File: src/rtl/mem_burst_pkg.sv
// Shared state type and default sizing for the burst master slice.
package mem_burst_pkg;

  localparam int unsigned DEF_WIDTH = 8;
  localparam int unsigned DEF_DEPTH = 16;

  typedef enum logic [1:0] {
    IDLE,
    WRITE,
    READ,
    DONE
  } state_t;

endpackage

File: src/rtl/mem_burst_master_if.sv
// Command, write-stream, read-stream, memory-port and status bundle of mem_burst_master.
interface mem_burst_master_if
  import mem_burst_pkg::*;
#(
  parameter int unsigned WIDTH         = DEF_WIDTH,
  parameter int unsigned DEPTH         = DEF_DEPTH,
  parameter int unsigned ADDRESS_WIDTH = $clog2(DEPTH)
);

  logic                     cmd_valid_i;
  logic                     cmd_ready_o;
  logic                     cmd_wr_i;
  logic [ADDRESS_WIDTH-1:0] cmd_addr_i;
  logic [ADDRESS_WIDTH:0]   cmd_len_i;
  logic                     wr_valid_i;
  logic                     wr_ready_o;
  logic [WIDTH-1:0]         wr_data_i;
  logic                     rd_valid_o;
  logic                     rd_ready_i;
  logic [WIDTH-1:0]         rd_data_o;
  logic                     rd_last_o;
  logic                     mem_valid_o;
  logic                     mem_wr_rd_en_o;
  logic [ADDRESS_WIDTH-1:0] mem_addr_o;
  logic [WIDTH-1:0]         mem_wdata_o;
  logic                     mem_ready_i;
  logic [WIDTH-1:0]         mem_rdata_i;
  logic                     busy_o;
  logic                     done_o;
  logic                     err_o;

  modport master (
    input  cmd_valid_i, cmd_wr_i, cmd_addr_i, cmd_len_i,
    input  wr_valid_i, wr_data_i, rd_ready_i, mem_ready_i, mem_rdata_i,
    output cmd_ready_o, wr_ready_o, rd_valid_o, rd_data_o, rd_last_o,
    output mem_valid_o, mem_wr_rd_en_o, mem_addr_o, mem_wdata_o,
    output busy_o, done_o, err_o
  );

  modport slave (
    output cmd_valid_i, cmd_wr_i, cmd_addr_i, cmd_len_i,
    output wr_valid_i, wr_data_i, rd_ready_i, mem_ready_i, mem_rdata_i,
    input  cmd_ready_o, wr_ready_o, rd_valid_o, rd_data_o, rd_last_o,
    input  mem_valid_o, mem_wr_rd_en_o, mem_addr_o, mem_wdata_o,
    input  busy_o, done_o, err_o
  );

endinterface

File: src/rtl/mem_burst_rd_buf.sv
// One-entry valid/ready holding register for the read stream (data + last flag).
module mem_burst_rd_buf #(
  parameter int unsigned WIDTH = 8
) (
  input  logic             clk_i,
  input  logic             rst_i,
  input  logic             load,
  input  logic [WIDTH-1:0] load_data,
  input  logic             load_last,
  input  logic             pop,
  output logic             valid,
  output logic [WIDTH-1:0] data,
  output logic             last
);

  // Load wins over pop so a same-cycle pop and refill leaves no bubble.
  always_ff @(posedge clk_i) begin
    if (rst_i) begin
      valid <= 1'b0;
      data  <= '0;
      last  <= 1'b0;
    end else if (load) begin
      valid <= 1'b1;
      data  <= load_data;
      last  <= load_last;
    end else if (pop) begin
      valid <= 1'b0;
      last  <= 1'b0;
    end
  end

endmodule

File: src/rtl/mem_burst_master.sv
// Burst command to single-beat memory transfers. Optional MEM_BURST_BOUND_CHK_EN rejects
// bursts running past DEPTH (err_o + done_o, no traffic); otherwise addresses wrap.
module mem_burst_master
  import mem_burst_pkg::*;
#(
  parameter int unsigned WIDTH         = DEF_WIDTH,
  parameter int unsigned DEPTH         = DEF_DEPTH,
  parameter int unsigned ADDRESS_WIDTH = $clog2(DEPTH)
) (
  input  logic               clk_i,
  input  logic               rst_i,
  mem_burst_master_if.master bus
);

  localparam int unsigned     AW       = ADDRESS_WIDTH;
  localparam logic [AW-1:0]   ADDR_MAX = AW'(DEPTH - 1);
  localparam logic [AW:0]     REM_ONE  = {{AW{1'b0}}, 1'b1};

  state_t           state_q, state_d;
  logic [AW-1:0]    addr_q, addr_d, addr_inc;
  logic [AW:0]      rem_q, rem_d;
  logic             mem_req, mem_valid, beat;
  logic             buf_load, buf_valid, buf_last;
  logic [WIDTH-1:0] buf_data;
`ifdef MEM_BURST_BOUND_CHK_EN
  localparam logic [AW+1:0] DEPTH_EXT = (AW+2)'(DEPTH);
  logic             err_q, err_d;
  logic [AW+1:0]    cmd_end;
  assign cmd_end = {2'b00, bus.cmd_addr_i} + {1'b0, bus.cmd_len_i};
`endif

  assign addr_inc = (addr_q == ADDR_MAX) ? '0 : addr_q + 1'b1;

  always_comb begin
    mem_req = 1'b0;
    unique case (state_q)
      WRITE:   mem_req = bus.wr_valid_i;
      READ:    mem_req = (rem_q != '0) && (!buf_valid || bus.rd_ready_i);
      default: mem_req = 1'b0;
    endcase
  end

  // Request is masked during reset so the in-flight beat never completes.
  assign mem_valid = mem_req && !rst_i;
  assign beat      = mem_valid && bus.mem_ready_i;

  always_comb begin
    state_d            = state_q;
    addr_d             = addr_q;
    rem_d              = rem_q;
    buf_load           = 1'b0;
    bus.cmd_ready_o    = 1'b0;
    bus.wr_ready_o     = 1'b0;
    bus.mem_wr_rd_en_o = 1'b0;
    bus.mem_wdata_o    = '0;
    bus.busy_o         = 1'b1;
    bus.done_o         = 1'b0;
`ifdef MEM_BURST_BOUND_CHK_EN
    err_d              = 1'b0;
`endif
    unique case (state_q)
      IDLE: begin
        bus.cmd_ready_o = 1'b1;
        bus.busy_o      = 1'b0;
        if (bus.cmd_valid_i) begin
          addr_d = bus.cmd_addr_i;
          rem_d  = bus.cmd_len_i;
          if (bus.cmd_len_i == '0) begin
            state_d = DONE;
`ifdef MEM_BURST_BOUND_CHK_EN
          end else if (cmd_end > DEPTH_EXT) begin
            state_d = DONE;
            err_d   = 1'b1;
`endif
          end else begin
            state_d = bus.cmd_wr_i ? WRITE : READ;
          end
        end
      end
      WRITE: begin
        bus.mem_wr_rd_en_o = 1'b1;
        bus.mem_wdata_o    = bus.wr_data_i;
        bus.wr_ready_o     = bus.mem_ready_i && !rst_i;
        if (beat) begin
          addr_d = addr_inc;
          rem_d  = rem_q - 1'b1;
          if (rem_q == REM_ONE) state_d = DONE;
        end
      end
      READ: begin
        buf_load = beat;
        if (beat) begin
          addr_d = addr_inc;
          rem_d  = rem_q - 1'b1;
        end
        if (buf_valid && bus.rd_ready_i && buf_last) state_d = DONE;
      end
      DONE: begin
        bus.done_o = 1'b1;
        state_d    = IDLE;
      end
      default: state_d = IDLE;
    endcase
  end

  always_ff @(posedge clk_i) begin
    if (rst_i) begin
      state_q <= IDLE;
      addr_q  <= '0;
      rem_q   <= '0;
`ifdef MEM_BURST_BOUND_CHK_EN
      err_q   <= 1'b0;
`endif
    end else begin
      state_q <= state_d;
      addr_q  <= addr_d;
      rem_q   <= rem_d;
`ifdef MEM_BURST_BOUND_CHK_EN
      err_q   <= err_d;
`endif
    end
  end

  mem_burst_rd_buf #(.WIDTH(WIDTH)) u_rd_buf (
    .clk_i     (clk_i),
    .rst_i     (rst_i),
    .load      (buf_load),
    .load_data (bus.mem_rdata_i),
    .load_last (rem_q == REM_ONE),
    .pop       (bus.rd_ready_i),
    .valid     (buf_valid),
    .data      (buf_data),
    .last      (buf_last)
  );

  assign bus.mem_valid_o = mem_valid;
  assign bus.mem_addr_o  = addr_q;
  assign bus.rd_valid_o  = buf_valid;
  assign bus.rd_data_o   = buf_data;
  assign bus.rd_last_o   = buf_last;
`ifdef MEM_BURST_BOUND_CHK_EN
  assign bus.err_o       = err_q;
`else
  assign bus.err_o       = 1'b0;
`endif

endmodule
File: src/flat_wrapper.sv
// flat-port wrapper written by rule: the top's interface ports become plain ports
module mem_burst_master_flat import mem_burst_pkg::*;
#(
  parameter int unsigned WIDTH         = DEF_WIDTH,
  parameter int unsigned DEPTH         = DEF_DEPTH,
  parameter int unsigned ADDRESS_WIDTH = $clog2(DEPTH)
)
  (clk_i, rst_i, bus_cmd_valid_i, bus_cmd_wr_i, bus_cmd_addr_i, bus_cmd_len_i, bus_wr_valid_i, bus_wr_data_i, bus_rd_ready_i, bus_mem_ready_i, bus_mem_rdata_i, bus_cmd_ready_o, bus_wr_ready_o, bus_rd_valid_o, bus_rd_data_o, bus_rd_last_o, bus_mem_valid_o, bus_mem_wr_rd_en_o, bus_mem_addr_o, bus_mem_wdata_o, bus_busy_o, bus_done_o, bus_err_o);
  mem_burst_master_if #(.WIDTH(WIDTH), .DEPTH(DEPTH), .ADDRESS_WIDTH(ADDRESS_WIDTH)) bus_i ();
  input  logic clk_i;
  input  logic rst_i;
  input wire logic [$bits(bus_i.cmd_valid_i)-1:0] bus_cmd_valid_i;
  input wire logic [$bits(bus_i.cmd_wr_i)-1:0] bus_cmd_wr_i;
  input wire logic [$bits(bus_i.cmd_addr_i)-1:0] bus_cmd_addr_i;
  input wire logic [$bits(bus_i.cmd_len_i)-1:0] bus_cmd_len_i;
  input wire logic [$bits(bus_i.wr_valid_i)-1:0] bus_wr_valid_i;
  input wire logic [$bits(bus_i.wr_data_i)-1:0] bus_wr_data_i;
  input wire logic [$bits(bus_i.rd_ready_i)-1:0] bus_rd_ready_i;
  input wire logic [$bits(bus_i.mem_ready_i)-1:0] bus_mem_ready_i;
  input wire logic [$bits(bus_i.mem_rdata_i)-1:0] bus_mem_rdata_i;
  output wire logic [$bits(bus_i.cmd_ready_o)-1:0] bus_cmd_ready_o;
  output wire logic [$bits(bus_i.wr_ready_o)-1:0] bus_wr_ready_o;
  output wire logic [$bits(bus_i.rd_valid_o)-1:0] bus_rd_valid_o;
  output wire logic [$bits(bus_i.rd_data_o)-1:0] bus_rd_data_o;
  output wire logic [$bits(bus_i.rd_last_o)-1:0] bus_rd_last_o;
  output wire logic [$bits(bus_i.mem_valid_o)-1:0] bus_mem_valid_o;
  output wire logic [$bits(bus_i.mem_wr_rd_en_o)-1:0] bus_mem_wr_rd_en_o;
  output wire logic [$bits(bus_i.mem_addr_o)-1:0] bus_mem_addr_o;
  output wire logic [$bits(bus_i.mem_wdata_o)-1:0] bus_mem_wdata_o;
  output wire logic [$bits(bus_i.busy_o)-1:0] bus_busy_o;
  output wire logic [$bits(bus_i.done_o)-1:0] bus_done_o;
  output wire logic [$bits(bus_i.err_o)-1:0] bus_err_o;
  assign bus_i.cmd_valid_i = bus_cmd_valid_i;
  assign bus_i.cmd_wr_i = bus_cmd_wr_i;
  assign bus_i.cmd_addr_i = bus_cmd_addr_i;
  assign bus_i.cmd_len_i = bus_cmd_len_i;
  assign bus_i.wr_valid_i = bus_wr_valid_i;
  assign bus_i.wr_data_i = bus_wr_data_i;
  assign bus_i.rd_ready_i = bus_rd_ready_i;
  assign bus_i.mem_ready_i = bus_mem_ready_i;
  assign bus_i.mem_rdata_i = bus_mem_rdata_i;
  assign bus_cmd_ready_o = bus_i.cmd_ready_o;
  assign bus_wr_ready_o = bus_i.wr_ready_o;
  assign bus_rd_valid_o = bus_i.rd_valid_o;
  assign bus_rd_data_o = bus_i.rd_data_o;
  assign bus_rd_last_o = bus_i.rd_last_o;
  assign bus_mem_valid_o = bus_i.mem_valid_o;
  assign bus_mem_wr_rd_en_o = bus_i.mem_wr_rd_en_o;
  assign bus_mem_addr_o = bus_i.mem_addr_o;
  assign bus_mem_wdata_o = bus_i.mem_wdata_o;
  assign bus_busy_o = bus_i.busy_o;
  assign bus_done_o = bus_i.done_o;
  assign bus_err_o = bus_i.err_o;
  mem_burst_master #(.WIDTH(WIDTH), .DEPTH(DEPTH), .ADDRESS_WIDTH(ADDRESS_WIDTH)) u_core (.clk_i(clk_i), .rst_i(rst_i), .bus(bus_i));
endmodule
File: config.mk
export PLATFORM = sky130hd
export DESIGN_NAME = mem_burst_master_flat
export DESIGN_NICKNAME = d
export VERILOG_FILES = /design/src/rtl/mem_burst_pkg.sv /design/src/rtl/mem_burst_master_if.sv /design/src/rtl/mem_burst_rd_buf.sv /design/src/rtl/mem_burst_master.sv /design/src/flat_wrapper.sv
export SDC_FILE = /design/constraint.sdc
export NUM_CORES = 1
export LEC_CHECK = 0
export BUFFER_PORTS_ARGS = -buffer_cell sky130_fd_sc_hd__buf_4
export CORE_MARGIN = 1.5
export CORE_UTILIZATION = 46
export DETAILED_ROUTE_END_ITERATION = 7
export MAX_ROUTING_LAYER = met4
export PLACE_DENSITY_LB_ADDON = 0.3
export SYNTH_ARGS = -nofsm -noshare
export SYNTH_HDL_FRONTEND = slang
export SYNTH_SLANG_ARGS = --single-unit
File: constraint.sdc
create_clock -name clk_i -period 2.1 [get_ports clk_i]
set_input_delay 0.42 -clock clk_i [delete_from_list [all_inputs] [get_ports clk_i]]
set_output_delay 0.42 -clock clk_i [all_outputs]
set_load 0.03 [all_outputs]
==> results.cfg, run 1 <==
[critical_path]
crit_path_max_fanout = 2
worstSetupPathType = reg -> out
cp-end-kind = output port
r2r-end = u_core.rem_q[0]
cp-startpoint = u_core.rem_q[0]
start_kind = flip-flop
required_ns = 1.68
timing.rr.start = u_core.state_q[0]
worst-r2r-setup-slack_ns = 0.15
cp.arrival_ns = 1.72
ff2ff_path_depth = 7

[timing]
whs_ns = 0.3458
post-route-period-util_pct = 102.0
fmax_ghz = 0.4667
drv_slew = 0
finalSetupViolCount = 1
min_period_ns = 2.143
fin_ws_ns = -0.04292
fin_tns_setup_ns = -0.04292
rsz0062_at_grt = yes
clock_skew_ns = 0.003010
finalHoldViolCount = 0

[synthesis]
ys_warn_count = 0
synth-main-ff-cell = dfxtp_1
yosysUniqueCellTypes = 34
synth_edf_count = 0
syn-num-nets = 192
synthTopCellsByArea = dfxtp_1 (33%), mux2i_1 (13%), ha_1 (7.9%)
avgSynthCellArea_um2 = 8.355
synth.most_common_cell = dfxtp_1
synth_common_cells = dfxtp_1 (21), nor2_1 (18), mux2i_1 (16), inv_1 (11), a21oi_1 (9)
yosys.area.top_type_share_pct = 33.10
synth-async-reset-ratio_pct = 0
synth-seq-cells = 21
ys_seq_area_share_pct = 33.10
synth_top_area_cell = dfxtp_1
netlist_instances = 152
syn_area_um2 = 1270

[detailed_routing]
dr_total_vias = 1261
wl_per_cell_um = 12.11
drtIter0Drc = 29
dr.pass1.iters = 4
viasPerCell = 5.168
wl_um = 2956
ant_nets = 0
drc_errors = 0

[worst_hold_path]
min_from = bus_mem_rdata_i[7]
hp-class = in -> reg
hold_depth = 3
hold_path_end = u_core.u_rd_buf.data[7]

[clock_tree]
cts.sinks = 21
cts_hold_buf = 0
cts_buffers = 3
htree_levels = 1
clk-insertion-delay-late_ns = 0.30
cts_tree = built
clk_pin_slew_ns = 0.12
cts-root-buf = clkbuf_4
clock_path_buffers = 2

[grt]
grt_overflow = 0
antenna_found_initial = 0
grt_pass1_wl_um = 5002
grt_max_degree = 26
grt_pass1_vias = 1158
grt_usage_pct = 19.58

[final_layout]
final_cells = 244
fillers = 202
drive_above_1_share_pct = 38.32
postLayoutCoreUtil_pct = 70.89
syn2layout_area_growth_pct = 42.07
finish.net_count = 255
insertedDiodeCount = 0

[placement]
place.gp.congestion = 0.7897
io_buffers = 59
place_hpwl_um = 2276
dp.cells = 237

[power]
p_clk_share_pct = 8.7
cell_internal_pwr_mw = 1.214
ir_drop_mv = 1.014
swShare_pct = 45.01
power_density_nw_per_um2 = 1224
pwr-share-seq_pct = 26.4
combPwrFrac_pct = 64.9
p_leak_nw = 0.8423
switchingPower_uw = 994.1

[floorplan]
die_h_um = 55.55
die_w_um = 55.55
io_pins = 61
start_util_pct = 49.90
core_um2 = 2545
die_area_um2 = 3085
row_count = 18

[job]
maxCapViolCount = 0

[status]
violations = setup timing
status = finished with violations
==> state kept, by name, indices dropped and copies added (netlist names) <==
| name | count |
|---|---|
| u_core.bus.mem_addr_o | 4 |
| u_core.rem_q | 5 |
| u_core.state_q | 2 |
| u_core.u_rd_buf.data | 8 |
| u_core.u_rd_buf.last | 1 |
| u_core.u_rd_buf.valid | 1 |
==> power groups by stage <==
stage	logic (mW)	registers [mW]	clock network, mW
6_report	1.43	0.582	0.192
5_1_grt	1.58	0.598	0.211
4_1_cts	1.42	0.577	0.199
3_5_place_dp	1.37	0.583	0
3_3_place_gp	1.34	0.579	0
2_1_floorplan	0.995	0.625	0
==> per-stage QoR <==
stage	power, mW	cell area [µm²]	setup WS (ns)
after floorplan	1.620	1270	0.1645
after global placement	1.914	1743	0.1305
after detailed placement	1.952	1743	0.08325
after CTS	2.192	1795	-0.04780
after global routing	2.385	1804	-0.1203
final	2.208	1804	-0.04292
==> layout by cell type (no fill, tap or decap), types with 2 or more instances in the layout <==
| cell | Yosys | layout |
|---|---|---|
| dfxtp_1 | 21 | 17 |
| buf_4 | 1 | 66 |
| o21ai_0 | 8 | 8 |
| nor2b_1 | 5 | 5 |
| a21oi_1 | 9 | 9 |
| nand2b_1 | 8 | 8 |
| dfxtp_2 | 0 | 4 |
| and2_1 | 8 | 8 |
| o31a_1 | 2 | 2 |
| o22ai_1 | 2 | 2 |
| nand2_1 | 4 | 4 |
| inv_2 | 0 | 2 |
| mux2i_1 | 16 | 16 |
| a31oi_1 | 2 | 2 |
| ha_1 | 8 | 8 |
| inv_1 | 11 | 9 |
| nor2_1 | 18 | 18 |
| nand3_1 | 5 | 5 |
| clkbuf_4 | 0 | 3 |
| o32ai_1 | 2 | 2 |
==> worst max-delay path, stage by stage, from the launching register on <==
cell	delay, ns
dfxtp_2	0.34
inv_2	0.05
ha_1	0.12
or4b_4	0.46
a32oi_2	0.21
nor2b_1	0.08
buf_4	0.17
==> cells by family (layout without fill, tap and decap cells) <==
kind of cell	Yosys count	in the layout	synth area share (%)
DFF	21	21	33.10
and+or+nand+nor	57	57	23.94
buffers and inverters	19	81	6.601
muxes	17	17	13.50
other	1	1	0.2953
adders and majority gates	8	8	7.882
AOI/OAI and AO/OA	29	29	14.68
==> area by class of cell <==
cell class / count / area, µm² / area share, %
clock inverter: 1 / 5.005 / 0.2774
tap: 30 / 37.54 / 2.080
sequential: 21 / 425.4 / 23.58
timing repair buffer: 66 / 495.5 / 27.46
multi-input combinational: 112 / 777.0 / 43.07
clock buffer: 3 / 22.52 / 1.248
inverter: 11 / 41.29 / 2.288
==> layer usage <==
| metal | global-route usage (%) | share of wire (%) | vias to the layer above |
|---|---|---|---|
| met1 | 22.03 | 42 | 565 |
| met2 | 34.69 | 50 | 53 |
| li1 | - | - | 641 |
| met4 | 5.923 | 0.47 | 0 |
| met3 | 3.981 | 7.8 | 2 |
| met5 | - | 0 | - |
==> repair_timing <==
action,4_1_cts,5_1_grt
gates resized for setup,4,3
endpoints found under the setup margin,1,8
setup buffers,3,0
pin swaps,1,0
==> worst max path at each step <==
stage,slack [ns],endpoint,depth (start not counted)
3_3_place_gp,0.13,u_core.rem_q[1],7
3_5_place_dp,0.08,u_core.bus.mem_addr_o[0],7
6_report,-0.04,bus_mem_valid_o,6
5_1_grt,-0.12,bus_mem_valid_o,6
2_1_floorplan,0.16,u_core.rem_q[0],7
4_1_cts,-0.05,bus_mem_valid_o,6
Power figures use the tool's default switching activity.
==> inputs of run 2 (changes only) <==
--- a/config.mk
+++ b/config.mk
@@ -9,6 +9,7 @@
 export CORE_MARGIN = 1.5
 export CORE_UTILIZATION = 46
 export DETAILED_ROUTE_END_ITERATION = 7
+export GPL_TIMING_DRIVEN = 0
 export MAX_ROUTING_LAYER = met4
 export PLACE_DENSITY_LB_ADDON = 0.3
 export SYNTH_ARGS = -nofsm -noshare
==> results.cfg, run 2 (synthesis results as in run 1) <==
[status]
status = finished with violations
violations = setup timing

[detailed_routing]
dr.pass1.iters = 5
dr_total_vias = 1350
ant_nets = 0
route.met2.wl_um = 1758
wl_met1_um = 1344
wl_um = 3429
top_layer = met4
drtIter0Drc = 40
drc_errors = 0
wl_met3_um = 247
viasPerCell = 5.336
wl_per_cell_um = 13.55

[floorplan]
die_h_um = 55.55
io_pins = 61
die_area_um2 = 3085
die_w_um = 55.55
start_util_pct = 49.90
core_um2 = 2545
row_count = 18

[final_layout]
drive_above_1_share_pct = 38.12
multi_input_area_um2 = 787.0
insertedDiodeCount = 0
fillers = 196
layout_common_cells = buf_4 (68), dfxtp_1 (19), nor2_1 (18), mux2i_1 (16), inv_1 (9)
top_register = u_core.u_rd_buf.data
postLayoutCoreUtil_pct = 73.45
final_common_cell = buf_4
largest_reg_flops = 8
seq_area_um2 = 422.9
final_cells = 253
syn2layout_area_growth_pct = 47.19
finish.net_count = 264

[power]
switchingPower_mw = 1.092
p_leak_nw = 0.8721
ir_drop_mv = 1.258
pwr-share-seq_pct = 24.3
swShare_pct = 45.43
p_clk_share_pct = 8.5
combPwrFrac_pct = 67.2
cell_internal_pwr_mw = 1.311
power_density_nw_per_um2 = 1285

[critical_path]
crit_path_max_fanout = 2
cp.arrival_ns = 1.82
start_kind = flip-flop
cp-end-kind = output port
cp-startpoint = u_core.rem_q[0]
required_ns = 1.68
timing.rr.start = u_core.rem_q[0]
worstSetupPathType = reg -> out

[timing]
finalSetupViolCount = 2
clock_skew_ns = 0.002856
finalHoldViolCount = 0
rsz0062_at_grt = yes
drv_slew = 0
fin_tns_setup_ns = -0.1387
min_period_ns = 2.236
whs_ns = 0.3316
post-route-period-util_pct = 106.5
fmax_ghz = 0.4473
fin_ws_ns = -0.1355

[clock_tree]
htree_levels = 1
cts_tree = built
cts_hold_buf = 0
clock_path_buffers = 2
clk_pin_slew_ns = 0.12
clk-insertion-delay-late_ns = 0.32
cts-root-buf = clkbuf_4
cts_buffers = 3
cts.sinks = 21

[worst_hold_path]
min_from = bus_mem_rdata_i[2]
hp-class = in -> reg

[placement]
place.gp.congestion = 0.8862
io_buffers = 59
place_ws_ns = -0.007155
dp.cells = 241
place_hpwl_um = 2577

[grt]
antenna_found_initial = 0
grt_overflow = 0
grt_pass1_wl_um = 5609
grt_pass1_vias = 1315
grt_max_degree = 13
grt_usage_pct = 22.92

[job]
maxCapViolCount = 0
==> run 2: changes by cell type in the layout (fill, tap and decap cells not counted), moves of 2 or more <==
cell and delta:
clkbuf_1 +4, buf_4 +2, buf_6 +2, dfxtp_1 +2, dfxtp_2 -2
==> run 2: area by class of cell <==
cell class	instances	share of cell area, %
Clock buffer	3	1.205
Timing Repair Buffer	67	27.11
Buffer	8	2.477
Clock inverter	1	0.2677
Tap cell	30	2.008
Multi-Input combinational cell	112	42.10
Sequential cell	21	22.62
Inverter	11	2.209
==> run 2: timing repair <==
| item | CTS | global route |
|---|---|---|
| gates cloned | 1 | 0 |
| setup endpoints to repair | 4 | 27 |
| pin swaps | 1 | 4 |
| gates resized for setup | 6 | 8 |
| buffers inserted | 5 | 2 |
==> run 2: power by group through the flow <==
stage / Clock [mW] / Sequential, mW / Combinational, mW
global route: 0.225 / 0.597 / 1.74
floorplan: 0 / 0.625 / 0.995
detailed placement: 0 / 0.593 / 1.42
finish: 0.205 / 0.583 / 1.62
CTS: 0.204 / 0.580 / 1.55
global placement: 0 / 0.585 / 1.36
==> run 2: final timing paths <==
path | depth (start not counted) | endpoint | slack [ns]
setup reg to reg | 10 | u_core.bus.mem_addr_o[0] | 0
hold / removal | 3 | u_core.u_rd_buf.data[2] | 0.33
setup / recovery | 6 | bus_mem_valid_o | -0.14
hold reg to reg | 2 | u_core.u_rd_buf.data[2] | 0.51
==> run 2: worst max-delay path, cell delays in order (launching register included) <==
cell and delay, ns:
dfxtp_2 0.35, inv_2 0.06, ha_1 0.13, or4b_4 0.49, a32oi_4 0.22, nor2b_1 0.09, buf_4 0.17
==> run 2: stage by stage <==
stage / instance area (µm²) / total power, mW
floorplan: 1270 / 1.620
global placement: 1750 / 1.942
detailed placement: 1750 / 2.009
CTS: 1841 / 2.337
global route: 1869 / 2.558
finish: 1869 / 2.403
==> run 2: routing by layer <==
metal / vias to the layer above / global-route usage (%)
met5: - / -
met4: 0 / 8.362
met3: 10 / 4.684
met2: 65 / 42.18
met1: 612 / 23.84
li1: 663 / -
==> inputs of run 3 (changes only) <==
==> constraint.sdc (replaced) <==
create_clock -name clk_i -period 2.2 [get_ports clk_i]
set_input_delay 0.44 -clock clk_i [delete_from_list [all_inputs] [get_ports clk_i]]
set_output_delay 0.44 -clock clk_i [all_outputs]
set_load 0.03 [all_outputs]
==> results.cfg, run 3 (synthesis results as in run 1) <==
[timing]
finalHoldViolCount = 0
min_period_ns = 2.247
fin_ws_ns = -0.04726
fin_tns_setup_ns = -0.04726
rsz0062_at_grt = yes
drv_slew = 0
finalSetupViolCount = 1
clock_skew_ns = 0.001462
post-route-period-util_pct = 102.1
fmax_ghz = 0.4450

[critical_path]
worst-r2r-setup-slack_ns = 0.10
cp.arrival_ns = 1.81
worstSetupPathType = reg -> out
timing.rr.start = u_core.rem_q[0]
required_ns = 1.76
cp-end-kind = output port
crit_path_max_fanout = 2
start_kind = flip-flop
r2r-end = u_core.bus.mem_addr_o[0]
ff2ff_path_depth = 9

[final_layout]
seq_area_um2 = 422.9
top_register = u_core.u_rd_buf.data
final_common_cell = buf_4
largest_reg_flops = 8
drive_above_1_share_pct = 37.10
insertedDiodeCount = 0
layout_common_cells = buf_4 (66), dfxtp_1 (19), nor2_1 (18), mux2i_1 (16)
multi_input_area_um2 = 777.0
finish.net_count = 262
syn2layout_area_growth_pct = 44.73
fillers = 205

[power]
p_leak_nw = 0.8602
ir_drop_mv = 1.206
finalPower_mw = 2.212
power_density_nw_per_um2 = 1203

[status]
status = finished with violations
violations = setup timing

[clock_tree]
cts.sinks = 21
clk_pin_slew_ns = 0.12
cts-root-buf = clkbuf_4
htree_levels = 1
cts_buffers = 3
cts_tree = built
clock_path_buffers = 2
clk-insertion-delay-late_ns = 0.31

[floorplan]
row_count = 18
io_pins = 61
die_area_um2 = 3085
die_w_um = 55.55
die_h_um = 55.55
core_um2 = 2545
start_util_pct = 49.90

[detailed_routing]
ant_nets = 0
wl_um = 3368
drc_errors = 0
dr.pass1.iters = 4
viasPerCell = 5.255
dr_total_vias = 1319
drtIter0Drc = 30
wl_per_cell_um = 13.42

[grt]
grt_pass1_vias = 1279
antenna_found_initial = 0
grt_max_degree = 13
use_met3_pct = 4.450
grtUsageMet2_pct = 41.33
use_met1_pct = 23.84
grt_overflow = 0
grt_busiest_layer = met2
grt_usage_pct = 22.57
grt_pass1_wl_um = 5506

[placement]
io_buffers = 59
place.gp.congestion = 0.8862
place_hpwl_um = 2577
place_ws_ns = 0.09284

[worst_hold_path]
hold_depth = 3
min_from = bus_mem_rdata_i[2]
hold_path_end = u_core.u_rd_buf.data[2]
hp-class = in -> reg

[job]
maxCapViolCount = 0
[run 3: how the worst max path moves through the flow]
stage / startpoint / end / slack (ns) / cells after the start
finish: u_core.rem_q[0] / bus_mem_valid_o / -0.05 / 6
CTS: u_core.rem_q[0] / bus_mem_valid_o / -0.1 / 6
global route: u_core.rem_q[0] / bus_mem_valid_o / -0.12 / 6
detailed placement: u_core.rem_q[0] / u_core.bus.mem_addr_o[0] / 0.09 / 8
global placement: u_core.rem_q[0] / u_core.bus.mem_addr_o[1] / 0.18 / 8
floorplan: u_core.state_q[0] / u_core.rem_q[0] / 0.26 / 7
[run 3: layout make-up]
type | count | area share (%)
plain buffers | 8 | 2.383
multi-input cells | 112 | 42.27
clock inverters | 1 | 0.2723
flip-flops and latches | 21 | 23.01
repair buffers | 65 | 26.55
inverters | 11 | 2.246
well taps | 30 | 2.042
clock buffers | 3 | 1.225
[run 3: metrics by stage]
stage | cells | area, µm² | hold WS [ns] | utilization [%]
floorplan | 152 | 1270 | 0.4674 | -
global placement | 241 | 1750 | 0.4774 | 68.78
detailed placement | 241 | 1750 | 0.4879 | 68.78
CTS | 250 | 1829 | 0.3559 | 71.88
global route | 251 | 1838 | 0.3458 | 72.22
finish | 251 | 1838 | 0.3543 | 72.22
[run 3: repair_timing]
action                                  CTS  global route
setup buffers                             5             1
resized for setup                         5             2
pin swaps                                 1             1
endpoints found under the setup margin    1            12
hold buffers                              0             0
[run 3: power breakdown]
part	internal, mW	switching, mW	leakage, nW	total [mW]
clock	0.0681	0.125	0.0177	0.193
sequential	0.466	0.0888	0.172	0.555
combinational	0.665	0.800	0.671	1.46
[run 3: worst max-delay path, stage by stage, from the launching register on]
cell	delay (ns)
dfxtp_2	0.35
inv_2	0.06
ha_1	0.13
or4b_4	0.49
a32oi_4	0.22
nor2b_1	0.08
buf_4	0.17
[run 3: layer usage]
| layer | wire [µm] | vias up |
|---|---|---|
| li1 | - | 662 |
| met1 | 1330 | 598 |
| met2 | 1732 | 55 |
| met3 | 251 | 4 |
| met4 | 53 | 0 |
| met5 | 0 | - |
